--- src/rtl/prozessor_pkg.sv ---
// -----------------------------------------------------------------------------
// prozessor_pkg
// Shared definitions for the processor front end: datapath widths and the
// state encoding of the instruction fetch unit (befehls_abruf).
// -----------------------------------------------------------------------------
package prozessor_pkg;

    localparam int ADR_BREITE   = 26;   // address width, equals Programmzahler width
    localparam int DATEN_BREITE = 32;   // instruction word width

    // Fetch unit states; the encoding is fixed so other blocks and debug
    // tooling can decode the state register directly.
    typedef enum logic [1:0] {
        ZUSTAND_ANFRAGE = 2'd0,   // issue the read request
        ZUSTAND_WARTEN  = 2'd1,   // request accepted, waiting for read data
        ZUSTAND_VOLL    = 2'd2,   // instruction held for the decoder
        ZUSTAND_WEITER  = 2'd3    // one-cycle PC advance pulse
    } zustand_t;

endpackage

--- src/rtl/befehls_abruf.sv ---
// -----------------------------------------------------------------------------
// befehls_abruf - instruction fetch unit
//
// Reads the program counter, fetches the instruction word at that address
// from instruction memory (req/ack plus a one-cycle data-valid pulse), hands
// it to the decoder through a valid/accept handshake, and then pulses
// TaktSignal for one cycle so the Programmzahler advances. One fetch is
// outstanding at a time. All outputs are registered.
//
// Ports
//   Clock                 in   system clock, all state on posedge
//   Reset                 in   synchronous, active-high
//   AktuellerPC           in   current program counter
//   TaktSignal            out  one-cycle pulse: Programmzahler advances
//   SpeicherAdresse       out  fetch address, stable while SpeicherLesen=1
//   SpeicherLesen         out  read request
//   SpeicherBereit        in   memory accepts request (Lesen & Bereit)
//   SpeicherDatenGueltig  in   read data valid, one-cycle pulse
//   SpeicherDaten         in   read data
//   Befehl                out  fetched instruction
//   BefehlGueltig         out  Befehl is valid
//   BefehlAngenommen      in   decoder takes Befehl (Gueltig & Angenommen)
//   Sprung                in   PC redirect on this acceptance (handled by execute)
//   Fehler                out  sticky: a fetch timed out; cleared only by Reset
// -----------------------------------------------------------------------------
module befehls_abruf #(
    parameter int ADR_BREITE   = prozessor_pkg::ADR_BREITE,
    parameter int DATEN_BREITE = prozessor_pkg::DATEN_BREITE,
    parameter int TIMEOUT      = 255
) (
    input  logic                    Clock,
    input  logic                    Reset,
    input  logic [ADR_BREITE-1:0]   AktuellerPC,
    output logic                    TaktSignal,
    output logic [ADR_BREITE-1:0]   SpeicherAdresse,
    output logic                    SpeicherLesen,
    input  logic                    SpeicherBereit,
    input  logic                    SpeicherDatenGueltig,
    input  logic [DATEN_BREITE-1:0] SpeicherDaten,
    output logic [DATEN_BREITE-1:0] Befehl,
    output logic                    BefehlGueltig,
    input  logic                    BefehlAngenommen,
    input  logic                    Sprung,
    output logic                    Fehler
);

    import prozessor_pkg::*;

    localparam int             ZW        = $clog2(TIMEOUT + 1);
    localparam logic [ZW-1:0]  TIMEOUT_W = ZW'(TIMEOUT);

    zustand_t                r_zustand,  w_zustand_n;
    logic                    r_lesen,    w_lesen_n;
    logic [ADR_BREITE-1:0]   r_adresse,  w_adresse_n;
    logic [DATEN_BREITE-1:0] r_befehl,   w_befehl_n;
    logic                    r_gueltig,  w_gueltig_n;
    logic                    r_takt,     w_takt_n;
    logic                    r_fehler,   w_fehler_n;
    logic [ZW-1:0]           r_zaehler,  w_zaehler_n;
    logic [ZW-1:0]           w_zaehler_plus;

    // The PC load on a jump is done by execute through the Programmzahler's
    // write port during WEITER; the fetch unit itself needs no action.
    logic w_unused_sprung;
    assign w_unused_sprung = Sprung;

    // Saturating increment: the counter never wraps back to zero.
    assign w_zaehler_plus = (r_zaehler == TIMEOUT_W) ? r_zaehler : r_zaehler + ZW'(1);

    always_comb begin
        // NOTE: every signal gets its hold value first, so no path through
        // the case statement can leave one unassigned and infer a latch.
        w_zustand_n = r_zustand;
        w_lesen_n   = r_lesen;
        w_adresse_n = r_adresse;
        w_befehl_n  = r_befehl;
        w_gueltig_n = r_gueltig;
        w_takt_n    = 1'b0;
        w_fehler_n  = r_fehler;
        w_zaehler_n = r_zaehler;

        unique case (r_zustand)
            ZUSTAND_ANFRAGE: begin
                // Entry cycle samples the PC one cycle after the advance
                // pulse, so the request carries the updated address.
                if (!r_lesen) begin
                    w_lesen_n   = 1'b1;
                    w_adresse_n = AktuellerPC;
                end else if (SpeicherBereit) begin
                    w_lesen_n   = 1'b0;
                    w_zaehler_n = '0;
                    w_zustand_n = ZUSTAND_WARTEN;
                end
            end
            ZUSTAND_WARTEN: begin
                // A data pulse in the timeout cycle still wins.
                if (SpeicherDatenGueltig) begin
                    w_befehl_n  = SpeicherDaten;
                    w_gueltig_n = 1'b1;
                    w_zustand_n = ZUSTAND_VOLL;
                end else begin
                    // The counter includes the current cycle, so the fetch is
                    // abandoned at the end of the TIMEOUT-th waiting cycle.
                    w_zaehler_n = w_zaehler_plus;
                    if (w_zaehler_plus == TIMEOUT_W) begin
                        w_fehler_n  = 1'b1;
                        w_zustand_n = ZUSTAND_ANFRAGE;
                    end
                end
            end
            ZUSTAND_VOLL: begin
                if (BefehlAngenommen) begin
                    w_gueltig_n = 1'b0;
                    w_takt_n    = 1'b1;
                    w_zustand_n = ZUSTAND_WEITER;
                end
            end
            ZUSTAND_WEITER: begin
                w_zustand_n = ZUSTAND_ANFRAGE;
            end
            default: begin
                w_zustand_n = ZUSTAND_ANFRAGE;
            end
        endcase
    end

    always_ff @(posedge Clock) begin
        // NOTE: non-blocking assignments so every register samples the
        // pre-edge values, independent of statement order.
        if (Reset) begin
            r_zustand <= ZUSTAND_ANFRAGE;
            r_lesen   <= 1'b0;
            r_adresse <= '0;
            r_befehl  <= '0;
            r_gueltig <= 1'b0;
            r_takt    <= 1'b0;
            r_fehler  <= 1'b0;
            r_zaehler <= '0;
        end else begin
            r_zustand <= w_zustand_n;
            r_lesen   <= w_lesen_n;
            r_adresse <= w_adresse_n;
            r_befehl  <= w_befehl_n;
            r_gueltig <= w_gueltig_n;
            r_takt    <= w_takt_n;
            r_fehler  <= w_fehler_n;
            r_zaehler <= w_zaehler_n;
        end
    end

    assign TaktSignal      = r_takt;
    assign SpeicherAdresse = r_adresse;
    assign SpeicherLesen   = r_lesen;
    assign Befehl          = r_befehl;
    assign BefehlGueltig   = r_gueltig;
    assign Fehler          = r_fehler;

endmodule

--- config.mk ---
export PLATFORM = sky130hd
export DESIGN_NAME = befehls_abruf
export DESIGN_NICKNAME = d
export VERILOG_FILES = /design/src/rtl/prozessor_pkg.sv /design/src/rtl/befehls_abruf.sv
export SDC_FILE = /design/constraint.sdc
export NUM_CORES = 1
export LEC_CHECK = 0
export CORE_ASPECT_RATIO = 1.1
export CORE_MARGIN = 3
export CORE_UTILIZATION = 45
export CTS_CLUSTER_SIZE = 28
export DETAILED_ROUTE_END_ITERATION = 10
export GPL_ROUTABILITY_DRIVEN = 0
export GPL_TIMING_DRIVEN = 0
export PLACE_DENSITY = 0.91
export SYNTH_ARGS = -nofsm -noshare
export SYNTH_HDL_FRONTEND = slang
export SYNTH_SLANG_ARGS = --single-unit
--- constraint.sdc ---
create_clock -name Clock -period 3.3 [get_ports Clock]
set_input_delay 0.495 -clock Clock [delete_from_list [all_inputs] [get_ports Clock]]
set_output_delay 0.495 -clock Clock [all_outputs]
set_load 0.02 [all_outputs]
; ---- After elaboration in Yosys (flattened, before gate mapping)
; Index checks and enable logic that the tools add are counted.
[totals]
register_bits = 72
input_bits = 64
output_inout_bits = 62
word_cells = 50
[op_classes]
addsub = 1
n_eq_ne = 11
muxes = 17
bitwise = 3
n_reduce_logical = 10
[op_table]
columns = op, count
row1 = $mux W8, 4
row2 = $eq A8 B8 Y1 const B, 2
row3 = $pmux W8 S2, 1
row4 = $mux W2, 5
row5 = $ne A2 B2 Y1 const B, 5
row6 = $add A8 B1 Y8 const B, 1
row7 = $pmux W2 S4, 1
row8 = $reduce_and A4 Y1, 2
row9 = $reduce_and A3 Y1, 2
row10 = $mux W1, 5
row11 = $eq A2 B2 Y1 const B, 2
row12 = $reduce_and A2 Y1, 2
row13 = $reduce_bool A2 Y1, 2
row14 = $ne A3 B3 Y1 const B, 1
row15 = $not A1 Y1, 3
row16 = $eq A2 B1 Y1 const B, 1
row17 = $logic_not A2 Y1, 1
row18 = $pmux W1 S2, 1
row19 = $reduce_or A2 Y1, 1

; ---- Depth between registers and ports, before layout
[logic_depth]
word_depth = 6
mapped_depth = 7
mapped_depth_nobuf = 6

; ---- Worst setup path after synthesis
; OpenSTA, ideal clock, no wires.
[synth_path]
kind = reg2reg
from = register r_zaehler[1]
to = register r_zustand[0]
setup_ps = 125
arrival_ps = 1700
required_time_ps = 3175
path_slack_ps = 1474
stages_incl_launch_ff = 8
n_path_buf = 1
synth_period_minus_slack_ps = 1826
path_cell_list = dfxtp_1 ha_1 buf_4 nand3_2 or3_1 a21oi_1 o21ai_1 o41a_1
[synth_via]
elab_chain_len = 5
word_cells_on_any_way = 6
cone_classes = add/sub: 1 / eq/ne: 3 / mux: 1 / reduce/logical: 1
[synth_lines]
columns = item, line_no
row1 = start: declaration, befehls_abruf.sv:59  ; logic [ZW-1:0] r_zaehler, w_zaehler_n;
row2 = start signal: assignment, befehls_abruf.sv:147  ; r_zaehler <= w_zaehler_n;
row3 = $add A8 B1 Y8 / $eq A8 B8 Y1 (equally long branches), befehls_abruf.sv:68  ; assign w_zaehler_plus = (r_zaehler == TIMEOUT_W) ? r_zaehler : r_zaehler + ZW'(1);
row4 = $mux W8 *, befehls_abruf.sv:68
row5 = $eq A8 B8 Y1 *, befehls_abruf.sv:105  ; if (w_zaehler_plus == TIMEOUT_W) begin
row6 = $ne A3 B3 Y1 (no source line) *, -
row7 = $reduce_and A4 Y1 (no source line) *, -
row8 = end signal: assignment, befehls_abruf.sv:140  ; r_zustand <= w_zustand_n;
row9 = end: declaration, befehls_abruf.sv:52  ; zustand_t r_zustand, w_zustand_n;
; Mark *: on every way between the ends. The rest lies on a longest branch, timed or not.
; A chain may end at the register's enable or synchronous reset.

; ---- Final worst setup path
; Ends and elaborated chain as after synthesis.

==> key figures <==
Floorplan
  – Initial core utilization: 47.8%
  – IO Pins: 126
  – Chip height: 89.4 µm
  – Die width: 81.8 µm
  – Core Rows: 29
  – Die ar.: 0.00732 mm²
  – Core Area: 0.00595 mm²

Clock tree
  – Clock Pin Slew Worst Setup and Hold Paths: 80 ps
  – Clk_lat worst skew: 340 ps
  – CTS tree: built
  – Sink Count: 72
  – CTS Buffer Depth: 2
  – CTS buffer count: 9
  – Root Buffer Master: clkbuf_8
  – CTS Hold Bufs: 0
  – Setup Buffers After CTS: 0
  – Post-CTS Resized: 0
  – CTS H-Tree Depth: 3

Setup path
  – CP endpoint kind: flip-flop
  – Setup Crit Path Kind: reg -> reg
  – WP data arrival: 2250 ps
  – CP Max Fanout: 9
  – Slowest cell on crit path: dfxtp_1
  – Critical Path, Cell by Cell: ha_1 -> buf_4 -> nand3_2 -> or3_1 -> a21oi_1 -> o21ai_1 -> o41a_1
  – Startpoint Class: flip-flop
  – Largest stage delay, worst path: 470 ps
  – Required @ worst endpoint: 3530 ps

Power
  – Highest ir drop seen on vdd: 0.311 mV
  – Net switching power: 0.572 mW
  – Int Power: 1.54 mW
  – Sequential power share: 44.9%
  – Power share of the combinational group: 18.9%
  – Clock power share: 36.2%
  – Leakage: 1.56 nW
  – Pwr Density: 480 mW/mm²
  – Switching share of power: 27.1%

Global routing
  – GRT Total Usage: 23.5%
  – Largest net degree at the start of global routing: 14
  – Initial antenna violation count: 0
  – Grt met1 use: 26.2%
  – Global-route wire length before repair: 13200 µm
  – Vias in the first global route: 2911
  – Remaining Overflow, GRT: 0
  – Busiest grt layer: met2
  – Grt met2 use: 41.2%
  – Met3 Use GR: 7.66%

Logic synthesis
  – Register area share after synthesis: 50.6%
  – Most area-consuming cells after synthesis: dfxtp_1 (51%), nand2_1 (16%), a21oi_1 (14%)
  – Syn. warnings: 0
  – Share of the synthesized area in the top cell type: 50.6%
  – Mean Syn Cell Area: 7.71 µm²
  – Post-Syn Nets: 434
  – #FFs+latches synth: 72
  – Number of flops mapped to enable cells by yosys: 0
  – Post-synth cell types: 38
  – Fraction of registers with async set/reset: 0%
  – Cell area after synthesis: 0.00285 mm²
  – Mapped Cells: 369
  – Ys flop type: dfxtp_1
  – Largest area contributor in the netlist: dfxtp_1

STA
  – Rel. slew slack: 54.8%
  – Unrepaired setup endpoints after global routing: no
  – Worst Max-Slew Pin Slew: 675 ps
  – Max Fclk: 0.495 GHz
  – Final Skew: 10.5 ps
  – Tmin final: 2020 ps
  – Final period utilization: 61.3%
  – Count of final hold-check violations: 0
  – Final slew viol count: 0
  – Hold slack final: 455 ps
  – Final setup viols: 0
  – Setup TNS: 0 ps

Placed design
  – Placed Area: 0.00417 mm²
  – Inst Count DP: 569
  – Detailed Place HPWL: 6420 µm
  – Port bufs: 123

Hold path
  – Hold Crit Class: reg -> reg

Job
  – # Max-Cap Violations: 0

Finish
  – Filler cell count: 434
  – Final Non-Filler Cells: 585
  – Area added between synthesis and finish: 54.3%
  – Most frequent cells in the layout: nand2_1 (124), clkdlybuf4s50_1 (123), a21oi_1 (78), dfxtp_1 (72), clkbuf_1 (19)
  – Post-Layout Inst Area: 0.00439 mm²
  – Share of layout cells above drive strength 1: 5.91%
  – Diodes inserted: 0
  – Final net count: 568
  – Commonest non-fill, non-tap cell in the layout: nand2_1

Route
  – Final ANT Viol Nets: 0
  – Wire per inst: 14.7 µm
  – Post-DR vias/cell: 5.26
  – DR pass1 iterations: 4
  – Initial DRC count: 186
  – # DRC: 0
  – Routed via count: 3079
  – Wire length after detailed routing: 8590 µm

Run status
  – Status: completed
## sequential cells by signal (all words and copies together), names as in the netlist, named ones only
| signal | cells |
|---|---|
| Befehl | 32 |
| BefehlGueltig | 1 |
| Fehler | 1 |
| SpeicherAdresse | 26 |
| SpeicherLesen | 1 |
| TaktSignal | 1 |
| r_zaehler | 8 |
| r_zustand | 1 |
## stage by stage
stage,util (%),setup WS [ps],total power [mW]
floorplan,-,1470,1.15
global placement,70.1,1160,1.35
detailed placement,70.1,1130,1.36
CTS,73.8,1280,2.12
global route,73.8,1150,2.20
finish,73.8,1280,2.11
## cell type report
type                            count  area, µm²  area share [%]
Inverter                            2       7.51           0.171
Buffer                             26        114            2.59
Multi-Input combinational cell    269       1280            29.2
Tap cell                           77       96.3            2.19
Clock inverter                      7       95.1            2.16
Clock buffer                        9        124            2.82
Sequential cell                    72       1440            32.8
Timing Repair Buffer              123       1230            28.0
## path summary, 6_finish.rpt
path	start	endpoint	slack, ps	cells past startpoint
hold / removal	Befehl[4]$_SDFFE_PP0P_	Befehl[4]$_SDFFE_PP0P_	450	2
setup reg to reg	r_zaehler[1]$_SDFFE_PP0P_	r_zustand[0]$_SDFFE_PP0P_	1280	7
setup / recovery	r_zaehler[1]$_SDFFE_PP0P_	r_zustand[0]$_SDFFE_PP0P_	1280	7
hold reg to reg	Befehl[4]$_SDFFE_PP0P_	Befehl[4]$_SDFFE_PP0P_	450	2
## metal layers
layer	vias to the layer above	share of wire [%]	wire length [µm]
li1	1509	-	-
met1	1397	38	3290
met2	156	49	4190
met3	17	11	955
met4	0	1.8	155
met5	-	0	0
## synth_stat cells, types with 2 or more instances
| cell type | number |
|---|---|
| a21oi_1 | 78 |
| and3_1 | 2 |
| and4_1 | 2 |
| buf_2 | 4 |
| buf_4 | 3 |
| clkbuf_1 | 19 |
| dfxtp_1 | 72 |
| inv_1 | 2 |
| nand2_1 | 124 |
| nand2b_1 | 3 |
| nand3_1 | 3 |
| nand3_2 | 2 |
| nand3b_1 | 2 |
| nand4_1 | 2 |
| nor2_1 | 17 |
| nor3_1 | 8 |
| o211ai_1 | 2 |
| o22ai_1 | 2 |
| or3_1 | 3 |
## kinds of logic (layout without fill, tap and decap cells)
family	count (synthesis)	in the layout	synth area share, %
AND/OR/NAND/NOR	175	175	26.5
adder cells (fa/ha/maj)	1	1	0.439
flip-flops	72	72	50.6
AO/OA/AOI/OAI	93	93	18.2
buffers and inverters	28	167	4.26
## worst max-delay path, delay by kind of cell, from the launching register on
| kind | cells | cell delay [ps] |
|---|---|---|
| DFF | 1 | 470 |
| adders and majority gates | 1 | 200 |
| AOI/OAI and AO/OA | 3 | 580 |
| buffers and inverters | 1 | 160 |
| and+or+nand+nor | 2 | 510 |
## power by group through the flow
stage                     clock [mW]  sequential (mW)  combinational, mW
after floorplan                    0             1.02              0.132
after global placement             0            0.961              0.387
after detailed placement           0            0.965              0.395
after CTS                      0.775            0.945              0.400
after global routing           0.819            0.950              0.433
final                          0.764            0.946              0.399
Note: power is estimated with default switching activity, not from simulation.
